<file path="config.mk">
export PLATFORM = sky130hd
export DESIGN_NAME = fp_mult_arbiter
export DESIGN_NICKNAME = d
export VERILOG_FILES = /design/src/rtl/fp_mult_arb_pkg.sv /design/src/rtl/fp_mult_arbiter_rr_arbiter.sv /design/src/rtl/fp_mult_arbiter.sv
export SDC_FILE = /design/constraint.sdc
export NUM_CORES = 1
export LEC_CHECK = 0
export CAP_MARGIN = 5
export CORE_MARGIN = 4
export CORE_UTILIZATION = 40
export DETAILED_ROUTE_END_ITERATION = 10
export PLACE_DENSITY = 0.81
export SYNTH_ARGS = -nofsm -noshare
export SYNTH_HDL_FRONTEND = slang
export SYNTH_SLANG_ARGS = --single-unit
</file>
<file path="constraint.sdc">
create_clock -name clk -period 3.9 [get_ports clk]
set_clock_uncertainty 0.15 [all_clocks]
set_input_delay 0.78 -clock clk [delete_from_list [all_inputs] [get_ports clk]]
set_output_delay 0.78 -clock clk [all_outputs]
set_load 0.005 [all_outputs]
</file>
<file path="src/rtl/fp_mult_arb_pkg.sv">
// Shared types for the fp32 multiplier arbiter: FSM states, operand width
// and the in-flight tag-pipe entry.
package fp_mult_arb_pkg;

    localparam int unsigned FP32_W    = 32;
    // Tag field sized for the largest supported NUM_REQ (8); narrower configs zero-extend.
    localparam int unsigned TAG_MAX_W = 3;

    typedef enum logic [1:0] {
        IDLE   = 2'd0,
        ACTIVE = 2'd1,
        DRAIN  = 2'd2
    } arb_state_t;

    typedef struct packed {
        logic                 vld;
        logic [TAG_MAX_W-1:0] tag;
    } tag_entry_t;

endpackage

</file>
<file path="src/rtl/fp_mult_arbiter_rr_arbiter.sv">
// Round-robin arbiter: one-hot grant to the first request at or after ptr,
// wrapping modulo N, plus the binary index of that grant.
module rr_arbiter #(
    parameter  int unsigned N     = 4,
    localparam int unsigned IDX_W = $clog2(N)
) (
    input  logic [N-1:0]     req,
    input  logic [IDX_W-1:0] ptr,
    output logic [N-1:0]     grant,
    output logic [IDX_W-1:0] grant_idx
);

    logic        found;
    int unsigned idx;

    always_comb begin
        grant     = '0;
        grant_idx = '0;
        found     = 1'b0;
        idx       = 0;
        for (int unsigned off = 0; off < N; off++) begin
            idx = (32'(ptr) + off) % N;
            if (!found && req[idx]) begin
                found      = 1'b1;
                grant[idx] = 1'b1;
                grant_idx  = IDX_W'(idx);
            end
        end
    end

endmodule

</file>
<file path="src/rtl/fp_mult_arbiter.sv">
// Shares one pipelined fp32 multiplier among NUM_REQ requesters with round-robin
// grants, tag-routed results and drain handshake. Define FP_MULT_ARB_STATS_EN for grant/busy counters.
module fp_mult_arbiter
    import fp_mult_arb_pkg::*;
#(
    parameter int unsigned NUM_REQ  = 4,
    parameter int unsigned MULT_LAT = 4
) (
    input  logic                      clk,
    input  logic                      rst,
    input  logic [NUM_REQ-1:0]        req_valid,
    output logic [NUM_REQ-1:0]        req_ready,
    input  logic [NUM_REQ*FP32_W-1:0] req_a,
    input  logic [NUM_REQ*FP32_W-1:0] req_b,
    output logic [NUM_REQ-1:0]        rsp_valid,
    output logic [FP32_W-1:0]         rsp_data,
    input  logic                      drain_req,
    output logic                      idle,
    output logic                      mult_en,
    output logic [FP32_W-1:0]         mult_a,
    output logic [FP32_W-1:0]         mult_b,
    input  logic [FP32_W-1:0]         mult_result
`ifdef FP_MULT_ARB_STATS_EN
    ,
    output logic [NUM_REQ*16-1:0]     grant_cnt,
    output logic [31:0]               busy_cnt
`endif
);

    localparam int unsigned TAG_W = $clog2(NUM_REQ);

    arb_state_t         state;
    logic [TAG_W-1:0]   rr_ptr;
    logic [NUM_REQ-1:0] arb_grant;
    logic [TAG_W-1:0]   arb_idx;
    logic               grant_en;
    logic               xfer;
    logic               pipe_empty;
    tag_entry_t         new_entry;
    tag_entry_t         pipe [MULT_LAT+1];

    rr_arbiter #(.N(NUM_REQ)) u_arb (
        .req       (req_valid),
        .ptr       (rr_ptr),
        .grant     (arb_grant),
        .grant_idx (arb_idx)
    );

    // drain_req gates grants combinationally so a same-cycle drain beats a new request
    assign grant_en  = rst && (state != DRAIN) && !drain_req;
    assign req_ready = grant_en ? arb_grant : '0;
    assign xfer      = |(req_valid & req_ready);
    assign idle      = pipe_empty && (state != ACTIVE) && !(|req_ready);

    always_comb begin
        pipe_empty = 1'b1;
        for (int unsigned k = 0; k <= MULT_LAT; k++) begin
            if (pipe[k].vld) pipe_empty = 1'b0;
        end
    end

    always_comb begin
        new_entry = '0;
        if (xfer) begin
            new_entry.vld = 1'b1;
            new_entry.tag = TAG_MAX_W'(arb_idx);
        end
    end

    always_ff @(posedge clk or negedge rst) begin
        if (!rst) begin
            state     <= IDLE;
            rr_ptr    <= '0;
            mult_en   <= 1'b0;
            mult_a    <= '0;
            mult_b    <= '0;
            rsp_valid <= '0;
            rsp_data  <= '0;
            for (int unsigned k = 0; k <= MULT_LAT; k++) pipe[k] <= '0;
        end else begin
            case (state)
                IDLE:    if (drain_req) state <= DRAIN;
                         else if (|req_valid) state <= ACTIVE;
                ACTIVE:  if (drain_req) state <= DRAIN;
                         else if (!(|req_valid) && pipe_empty) state <= IDLE;
                DRAIN:   if (!drain_req && pipe_empty) state <= IDLE;
                default: state <= IDLE;
            endcase

            mult_en <= xfer;
            if (xfer) begin
                rr_ptr <= (arb_idx == TAG_W'(NUM_REQ - 1)) ? '0 : arb_idx + 1'b1;
                mult_a <= req_a[arb_idx*FP32_W +: FP32_W];
                mult_b <= req_b[arb_idx*FP32_W +: FP32_W];
            end

            pipe[0] <= new_entry;
            for (int unsigned k = 1; k <= MULT_LAT; k++) pipe[k] <= pipe[k-1];

            for (int unsigned i = 0; i < NUM_REQ; i++) begin
                rsp_valid[i] <= pipe[MULT_LAT].vld && (pipe[MULT_LAT].tag == TAG_MAX_W'(i));
            end
            if (pipe[MULT_LAT].vld) rsp_data <= mult_result;
        end
    end

`ifdef FP_MULT_ARB_STATS_EN
    always_ff @(posedge clk or negedge rst) begin
        if (!rst) begin
            grant_cnt <= '0;
            busy_cnt  <= '0;
        end else begin
            for (int unsigned i = 0; i < NUM_REQ; i++) begin
                if (xfer && (arb_idx == TAG_W'(i)) && (grant_cnt[16*i +: 16] != 16'hFFFF)) begin
                    grant_cnt[16*i +: 16] <= grant_cnt[16*i +: 16] + 16'd1;
                end
            end
            if (mult_en) busy_cnt <= busy_cnt + 32'd1;
        end
    end
`endif

endmodule

</file>
==> flow_summary.toml <==
[status]
status = "complete, but fails checks"
violations = "setup timing"

[worst_setup_path]
critPathMaxFanout = 11
crit_type = "input pin to output pin"
critPathArrivalTime_ns = 3.06
crit_path_start_kind = "input pin"
end_kind = "output pin"
worstPathRequired_ns = 2.97

[placement]
portBuffers = 400
post-dp-hpwl_um = 27120
routabilityCongestion = 0.8611
placed_area_mm2 = 0.01396
dp.cells = 1881
pre_cts_slack_ns = -0.8125

[synthesis]
yosysMostFrequentCell = "nand2_1"
netlist_area_mm2 = 0.009318
synthCells = 1216
synth_seq_cells = 119
yosys-top-cells-area = "dfrtp_1, nand2_1, mux2_2"
ys_seq_area_frac = 0.3196
netlist.area_leader.share = 0.3196
yosys-top-cells-count = "nand2_1, a21oi_1, dfrtp_1, mux2_2, clkbuf_1"
synth_cell_types = 50
ys_warn_count = 0
synthFlopType = "dfrtp_1"
syn_nets = 1518
synth_top_cell_by_area = "dfrtp_1"
synth-async-reset-ratio = 1.000
synth_edf_count = 0
syn_avg_cell_area_um2 = 7.663

[route]
drt_pass1_iterations = 7
dr_wl_met3_um = 3269
met2_length_um = 18150
highest_layer = "met4"
final_antenna_net_count = 0
num_vias = 10991
met1_length_um = 14470
wl_um = 37280
wl_per_cell_um = 19.41
viasPerCell = 5.721
drt-initial-drc-count = 1077
drc = 0

[cts]
h-tree-depth = 4
numCtsBuffers = 17
cts_hold_buf = 0
insertion_delay_ns = 0.42
cts_tree = "built"
clkTransAtPathRegs_ns = 0.06
clock_tree.root_cell = "clkbuf_16"
clock_path_buffers = 2
cts.sinks = 119

[sta]
rsz0062_at_grt = "yes"
period_share = 1.023
setup_viol = 1
max_freq_mhz = 250.5
min_period_ns = 3.991
finalMaxSlewViolations = 0
hold_slack_ns = 0.1966
worst_slack_ns = -0.09143
worst_slew_pin_slew_ns = 0.9725
relSlewSlack = 0.3517
fin_setup_tns_ns = -0.09143
hold_viol_final = 0

[power_and_ir_drop]
power.leakage_nw = 6.199
total_power_mw = 13.34
ir_drop_mv = 0.5246
p_per_area_mw_per_mm2 = 907.4

[floorplanning]
core-area_mm2 = 0.02278
die_h_um = 160.6
fp.dieW_um = 160.6
initial_core_util = 0.4091
fp.dieArea_mm2 = 0.02580
rows = 55
ios = 401

[grt]
grt_util_all_layers = 0.2760
grt_pass1_wl_um = 57470
antenna_found_initial = 3
grt_pass1_vias = 10540
grt_max_degree = 101
grt.overflow.total = 0

[cells_and_area]
area_growth_syn_to_layout_pct = 57.78
nets = 1893
fin_area_mm2 = 0.01470
drive_gt1_frac = 0.1453
fillCellCount = 1906
instances_no_fill = 1921
fin_util = 0.6454

[job]
maxCapViolCount = 0

[worst_hold_path]
min_path_type = "flop to flop"
## where the power goes
part	internal [mW]	switching, mW	total (mW)
Combinational	4.69	4.84	9.53
Clock	0.921	0.727	1.65
Sequential	1.83	0.329	2.16
Total	7.44	5.90	13.3
## sequential cells by signal, summed over array words and instances (netlist names), named ones only
name	count
state	2
mult_a	32
rsp_valid	4
mult_en	1
rr_ptr	1
rsp_data	32
mult_b	32
pipe	14
## layout by cell type (no fill, tap or decap), types with 2 or more instances in the layout
cell type        netlist  final
dfrtp_1              119    118
clkbuf_16              0     17
nand3_1                3      3
o211ai_1               3      3
nor3b_1                2      2
inv_8                  0      6
xnor2_1                2      2
nand2_1              460    459
nor2b_1                3      2
a32oi_1               64     64
mux2_2                82     81
inv_1                  7      5
clkdlybuf4s50_1        0    392
and3_1                 4      4
buf_12                 3     18
mux2i_1                6      6
inv_6                  0      6
and4_4                 0      2
mux2_4                16     17
a31o_1                 2      2
o221ai_1               2      2
a22o_1                65     65
a21oi_1              131    130
buf_4                  5     57
nand2b_1               3      3
buf_6                  1      3
dlymetal6s2s_1         0      2
mux4_2                 3      3
o22ai_2                0      2
ha_1                   7      6
o21ai_0                2      2
nor3_1                 2      2
nand4_1                3      3
diode_2                0      4
nor2_1                16     14
dlygate4sd2_1          0      3
a31oi_1               67     66
## worst paths after layout
kind,endpoint,slack [ns],start,cells after the start
worst max register to register,mult_a[0]$_DFFE_PN0P_,0.50,flop,11
max in group asynchronous,asynchronous set/reset pin,1.78,rst,3
min in group asynchronous,mult_a[29]$_DFFE_PN0P_,0.40,rst,2
worst min-delay path,pipe[8]$_DFF_PN0_,0.20,pipe[12]$_DFF_PN0_,0
worst max-delay path,idle,-0.09,req_valid[2],11
worst min register to register,pipe[8]$_DFF_PN0_,0.20,pipe[12]$_DFF_PN0_,0
## cells by family (layout without fill, tap and decap cells)
family,count (synthesis),count (layout),synth area share
and+or+nand+nor,503,503,0.2106
AOI/OAI and AO/OA,351,351,0.2581
buffers and inverters,127,515,0.06191
DFF,119,119,0.3196
muxes,107,107,0.1386
adders and majority gates,7,7,0.009399
xor gates and xnor gates,2,2,0.001880
other,0,4,0
## final cells by class
type	count	area, µm²	area share
Clock buffer	17	425.4	0.02894
Multi-Input combinational cell	970	5883	0.4002
Inverter	7	28.78	0.001957
Tap cell	313	391.6	0.02664
Clock inverter	15	173.9	0.01183
Sequential cell	119	2982	0.2028
Antenna cell	4	10.01	0.0006809
Timing Repair Buffer	476	4807	0.3270
## metal layers
| metal | up-vias | GRT usage |
|---|---|---|
| met5 | - | 0 |
| met4 | 0 | 0.1107 |
| met3 | 83 | 0.07288 |
| met1 | 5204 | 0.3289 |
| li1 | 5106 | - |
| met2 | 598 | 0.4743 |
## what timing repair did
item / 4_1_cts / 5_1_grt
endpoints found under the setup margin: 5 / 5
resized for setup: 16 / 17
buffers inserted: 4 / 0
pin swaps: 5 / 7
cloned: 0 / 0
## critical path, cell delays in order
cell	delay, ns
dlygate4sd2_1	0.24
buf_4	0.18
mux4_2	0.51
buf_4	0.16
and3_1	0.16
a221o_1	0.28
nand2_1	0.09
nand2_2	0.07
a2111oi_4	0.33
buf_4	0.16
buf_6	0.08
Note: power is estimated with default switching activity, not from simulation.
